<file path="config.mk">
export PLATFORM = sky130hd
export DESIGN_NAME = pipe_skid_buf
export DESIGN_NICKNAME = d
export VERILOG_FILES = /design/src/rtl/pipe_skid_buf.sv
export SDC_FILE = /design/constraint.sdc
export NUM_CORES = 1
export LEC_CHECK = 0
export BUFFER_PORTS_ARGS = -buffer_cell sky130_fd_sc_hd__buf_4
export CORE_UTILIZATION = 30
export CTS_BUF_LIST = sky130_fd_sc_hd__clkbuf_2
export CTS_CLUSTER_DIAMETER = 50
export CTS_CLUSTER_SIZE = 30
export DETAILED_ROUTE_END_ITERATION = 10
export GPL_TIMING_DRIVEN = 0
export PLACE_DENSITY = 0.59
export SETUP_SLACK_MARGIN = 0.5
export SLEW_MARGIN = 20
export SYNTH_ARGS = -nofsm -noshare
export SYNTH_HDL_FRONTEND = slang
export SYNTH_SLANG_ARGS = --single-unit
</file>
<file path="constraint.sdc">
create_clock -name CLK -period 2.11 [get_ports CLK]
set_input_delay 0.3165 -clock CLK [delete_from_list [all_inputs] [get_ports CLK]]
set_output_delay 0.3165 -clock CLK [all_outputs]
set_load 0.01 [all_outputs]
</file>
<file path="src/rtl/pipe_skid_buf.sv">
// Two-entry valid/ready pipeline stage with a skid register and fully registered I_READY.
// Optional simulation X/Z checker: define PIPE_SKID_BUF_XCHECK_EN (ignored when SYNTHESIS is defined).
//
// Handshake: a beat moves on a rising CLK edge when valid and ready are both high on that side;
// a producer holds valid/data until the beat moves, and ready never depends combinationally on valid.
module pipe_skid_buf #(
    parameter int Width = 8
) (
    input  logic             CLK,
    input  logic             RST,
    input  logic             I_VALID,
    output logic             I_READY,
    input  logic [Width-1:0] I_DATA,
    output logic             O_VALID,
    input  logic             O_READY,
    output logic [Width-1:0] O_DATA
);

    localparam logic [1:0] ST_EMPTY = 2'd0;
    localparam logic [1:0] ST_BUSY  = 2'd1;
    localparam logic [1:0] ST_FULL  = 2'd2;

    logic [1:0]       state;
    logic [1:0]       state_nxt;
    logic [1:0]       dbg_state;
    logic             in_rdy_q;
    logic [Width-1:0] main_q;
    logic [Width-1:0] skid_q;
    logic             xfer_in;
    logic             xfer_out;
    logic             load_main;
    logic             main_from_skid;
    logic             load_skid;

    assign dbg_state = state;
    assign O_VALID   = (state != ST_EMPTY);
    assign I_READY   = in_rdy_q;
    assign O_DATA    = main_q;
    assign xfer_in   = I_VALID & in_rdy_q;
    assign xfer_out  = O_VALID & O_READY;

    always_comb begin
        state_nxt      = state;
        load_main      = 1'b0;
        main_from_skid = 1'b0;
        load_skid      = 1'b0;
        case (state)
            ST_EMPTY: begin
                if (xfer_in) begin
                    load_main = 1'b1;
                    state_nxt = ST_BUSY;
                end
            end
            ST_BUSY: begin
                case ({xfer_in, xfer_out})
                    2'b11: load_main = 1'b1;
                    2'b10: begin
                        load_skid = 1'b1;
                        state_nxt = ST_FULL;
                    end
                    2'b01: state_nxt = ST_EMPTY;
                    default: state_nxt = ST_BUSY;
                endcase
            end
            ST_FULL: begin
                // I_READY is low here, so only the skid-to-main move can happen.
                if (xfer_out) begin
                    load_main      = 1'b1;
                    main_from_skid = 1'b1;
                    state_nxt      = ST_BUSY;
                end
            end
            default: state_nxt = ST_EMPTY;
        endcase
    end

    always_ff @(posedge CLK) begin
        if (RST) begin
            state    <= ST_EMPTY;
            in_rdy_q <= 1'b0;
        end else begin
            state    <= state_nxt;
            in_rdy_q <= (state_nxt != ST_FULL);
        end
    end

    // Payload registers carry no reset; contents are meaningless while not marked valid.
    always_ff @(posedge CLK) begin
        if (load_main) begin
            main_q <= main_from_skid ? skid_q : I_DATA;
        end
        if (load_skid) begin
            skid_q <= I_DATA;
        end
    end

`ifdef PIPE_SKID_BUF_XCHECK_EN
`ifndef SYNTHESIS
    always @(posedge CLK) begin
        if ($isunknown(RST)) begin
            $error("pipe_skid_buf: X/Z on RST");
        end else if (!RST) begin
            if ($isunknown(I_VALID)) $error("pipe_skid_buf: X/Z on I_VALID");
            if ($isunknown(O_READY)) $error("pipe_skid_buf: X/Z on O_READY");
            if (I_VALID === 1'b1 && $isunknown(I_DATA)) $error("pipe_skid_buf: X/Z on I_DATA");
            if (O_VALID === 1'b1 && $isunknown(O_DATA)) $error("pipe_skid_buf: X/Z on O_DATA");
        end
    end
`endif
`endif

endmodule
</file>
==> impl.org <==
** Logic synthesis
- Post-synthesis area per instance :: 17.1 um^2
- Synthesized Nets :: 60
- Yosys reg bits :: 19
- The synthesized netlist occupies a cell area of 803 um^2.
- Syn. warnings :: 0
- Synthesis instantiated 18 different standard cells from the library.
- Fraction of the yosys area taken by sequential cells :: 67.3%
- Synthesis produced a netlist whose cell count is 47.

** GRT
- The initial antenna violation count was 0.
- The first global-routing pass estimated 1810 um of wire.
- Largest net degree at the start of global routing :: 12
- The number of global-route vias before repair is 424.
- Global routing used 9.16% of the available tracks.
- In the global route stage, met2 resource usage came out at 14.4%.
- For this run the aggregate overflow at the end of global routing stands at 0.
- Busiest metal layer after global routing :: met2
- Global routing used 11.3% of the available met1 tracks.
- Met3 usage in global routing :: 3.11%

** Final layout
- The library cells used most frequently in the layout, excluding fill and tap cells, are sky130_fd_sc_hd__buf_4, sky130_fd_sc_hd__edfxtp_1, sky130_fd_sc_hd__mux2_4.
- Most frequent standard cell in the layout excluding fill and tap cells :: sky130_fd_sc_hd__buf_4
- Cells with a size suffix above 1 make up 54.2% of the layout.
- The repair_antennas step left the layout with diodes totalling 0.
- The net count of the finished layout is 86.
- The area growth from synthesis to layout is 27.4%.
- For this run, the number of standard cells in the final layout without fillers is 102.

** Routing
- Antenna-violating nets left :: 0
- Vias after detailed routing :: 460
- For this run, the detailed router's first-pass iteration total came to 1.
- Via density per instance :: 4.51
- After detailed routing, the total wire length is 1240 um.
- In this run, the number of DRC markers left after iteration 0 of detailed routing was 0.
- For this run, design rule violations remaining after detail routing come to 0.
- Dividing the detail-routed wire length by the instance count gives 12.2 um.

** Power
- VDD sags by at most 0.314 mV.
- For this design the static power due to leakage is 0.422 nW.
- For this design the ratio of total power to cell area is 642 mW/mm^2.
- Summing internal, switching and leakage power gives 0.000657 W.

** Die
- The floorplan step set the die height to 53.7 um.
- Starting density of the core :: 32.1%
- The floorplan has 18 rows.
- Core outline area :: 0.00250 mm^2
- Top-level I/O count :: 22
- The die covers 0.00289 mm^2.
- Die Width :: 53.7 um

** Clock network
- Clock latency at the later pin of the worst-skew pair :: 290 ps
- In this run the number of H-tree levels came out at 1.
- Buffers inserted during clock tree synthesis total 3.
- Clock tree synthesis selected as its root buffer the cell sky130_fd_sc_hd__clkbuf_2.
- In this run the post-CTS setup repair buffer count came out at 0.
- CTS saw 19 sinks.
- TritonCTS built the clock tree.
- Clock-pin slew reported for the worst setup and hold paths after clock tree synthesis :: 190 ps
- No sink is reached through more buffers than the 2 on the longest clock path.

** Critical path
- Maximum fanout along the worst path :: 8
- Critical path data required time :: 2130 ps
- The startpoint identified for the worst register-to-register timing path is dbg_state[1].
- The critical path in this run is classified as reg -> reg.
- The worst setup path is launched from a flip-flop.
- Source of the critical timing path :: dbg_state[1]
- Arrival @ worst endpoint :: 1520 ps
- CP Capture Type :: flip-flop

** Placed design
- At the end of routability-driven placement, the weighted congestion stood at 0.670.
- Number of cells after detailed placement :: 98
- Count of buffers from port buffering :: 21

** Worst hold path
- In this run the worst hold path is classified as in -> reg.
- Worst hold path startpoint :: RST

** STA
- Hold timing on the final database bottoms out at a slack of 164 ps.
- Setup violations remaining at the end of the flow were counted as 0.
- Summed over all failing endpoints, the final setup total negative slack is 0 ps.
- Share of the clock period used by the worst path :: 71.2%
- Period minus WS final :: 1500 ps
- Max Transition Viols Final :: 0
- Max-slew headroom at the worst pin :: 71.1%
- Unrepaired setup endpoints after global routing :: false
- For the pin with the worst max-slew slack, the measured transition is 433 ps.
- Worst clock skew on the final layout :: 5.77 ps
- The count of final hold-check violations is 0.
- Static timing analysis puts the maximum clock frequency at 666 MHz.

** Status
- Outcome :: complete, no violations

** Flow run
- MaxCap Viol Count :: 0
synth_stat cells:
cell,number,share of area [%]
sky130_fd_sc_hd__a211oi_1,2,1.9
sky130_fd_sc_hd__a21oi_1,2,1.2
sky130_fd_sc_hd__and2_1,1,0.78
sky130_fd_sc_hd__and3b_2,1,1.2
sky130_fd_sc_hd__buf_6,1,1.4
sky130_fd_sc_hd__dfxtp_1,3,7.5
sky130_fd_sc_hd__edfxtp_1,16,60
sky130_fd_sc_hd__ha_1,1,1.6
sky130_fd_sc_hd__inv_1,1,0.47
sky130_fd_sc_hd__mux2_4,8,15
sky130_fd_sc_hd__nand2_1,2,0.93
sky130_fd_sc_hd__nand2b_4,1,1.7
sky130_fd_sc_hd__nand4b_1,1,1.1
sky130_fd_sc_hd__nor4b_1,1,1.1
sky130_fd_sc_hd__o21ai_0,3,1.9
sky130_fd_sc_hd__or2_1,1,0.78
sky130_fd_sc_hd__or2_2,1,0.78
sky130_fd_sc_hd__or2b_1,1,0.93
power by group:
group          total (W)  switching [W]  internal [W]
logic          0.0000743      0.0000299     0.0000444
registers       0.000428     0.00000613      0.000422
clock network   0.000154       0.000111     0.0000430
total           0.000657       0.000147      0.000510
path summary, 6_finish.rpt:
check / endpoint / slack [ps] / cells after the start
hold reg to reg: dbg_state[1] / 550 / 2
setup / recovery: skid_q[7] / 610 / 4
setup reg to reg: skid_q[7] / 610 / 4
hold / removal: dbg_state[1] / 160 / 2
logic make-up after synthesis:
logic type                 after synthesis  share of synthesized area, %
and+or+nand+nor                         10                          9.35
adders and majority gates                1                          1.56
DFF                                     19                          67.3
muxes                                    8                          15.0
buffers and inverters                    2                          1.87
AOI/OAI and AO/OA                        7                          4.98
routing by layer:
metal	vias up	routed length (um)	part of all wire (%)
met2	16	596	48
met3	0	96	7.7
met5	-	0	0
li1	230	-	-
met1	214	547	44
met4	0	0	0
critical path, cell delays in order (launching register included):
cell and delay, ps:
sky130_fd_sc_hd__dfxtp_2 400, sky130_fd_sc_hd__or2_2 310, sky130_fd_sc_hd__nand2_1 70, sky130_fd_sc_hd__ha_1 130
sky130_fd_sc_hd__and3b_2 300
flip-flops by register name, indices dropped and copies added, names as in the netlist:
name,cells
O_DATA,8
skid_q,8
I_READY,1
dbg_state,2
repair_timing:
item                                    in CTS  in global routing
hold buffers                                 0                  0
endpoints found under the setup margin       8                  8
pin swaps                                    0                  0
resized for setup                            2                  1
area by class of cell:
type	instances	area, um^2
fill	236	1480
sequential	19	542
multi-input combinational	26	251
timing repair buffer	21	158
tap	30	37.5
clock buffer	3	15.0
buffer	1	11.3
clock inverter	1	5.00
inverter	1	3.75
metrics by stage:
stage          worst slack (ps)  area (um^2)  util (%)
2_1_floorplan               512          803         -
3_3_place_gp                202          998      39.9
3_5_place_dp                130          998      39.9
4_1_cts                     549         1020      40.9
5_1_grt                     526         1020      40.9
6_report                    608         1020      40.9
Power figures use the tool's default switching activity.
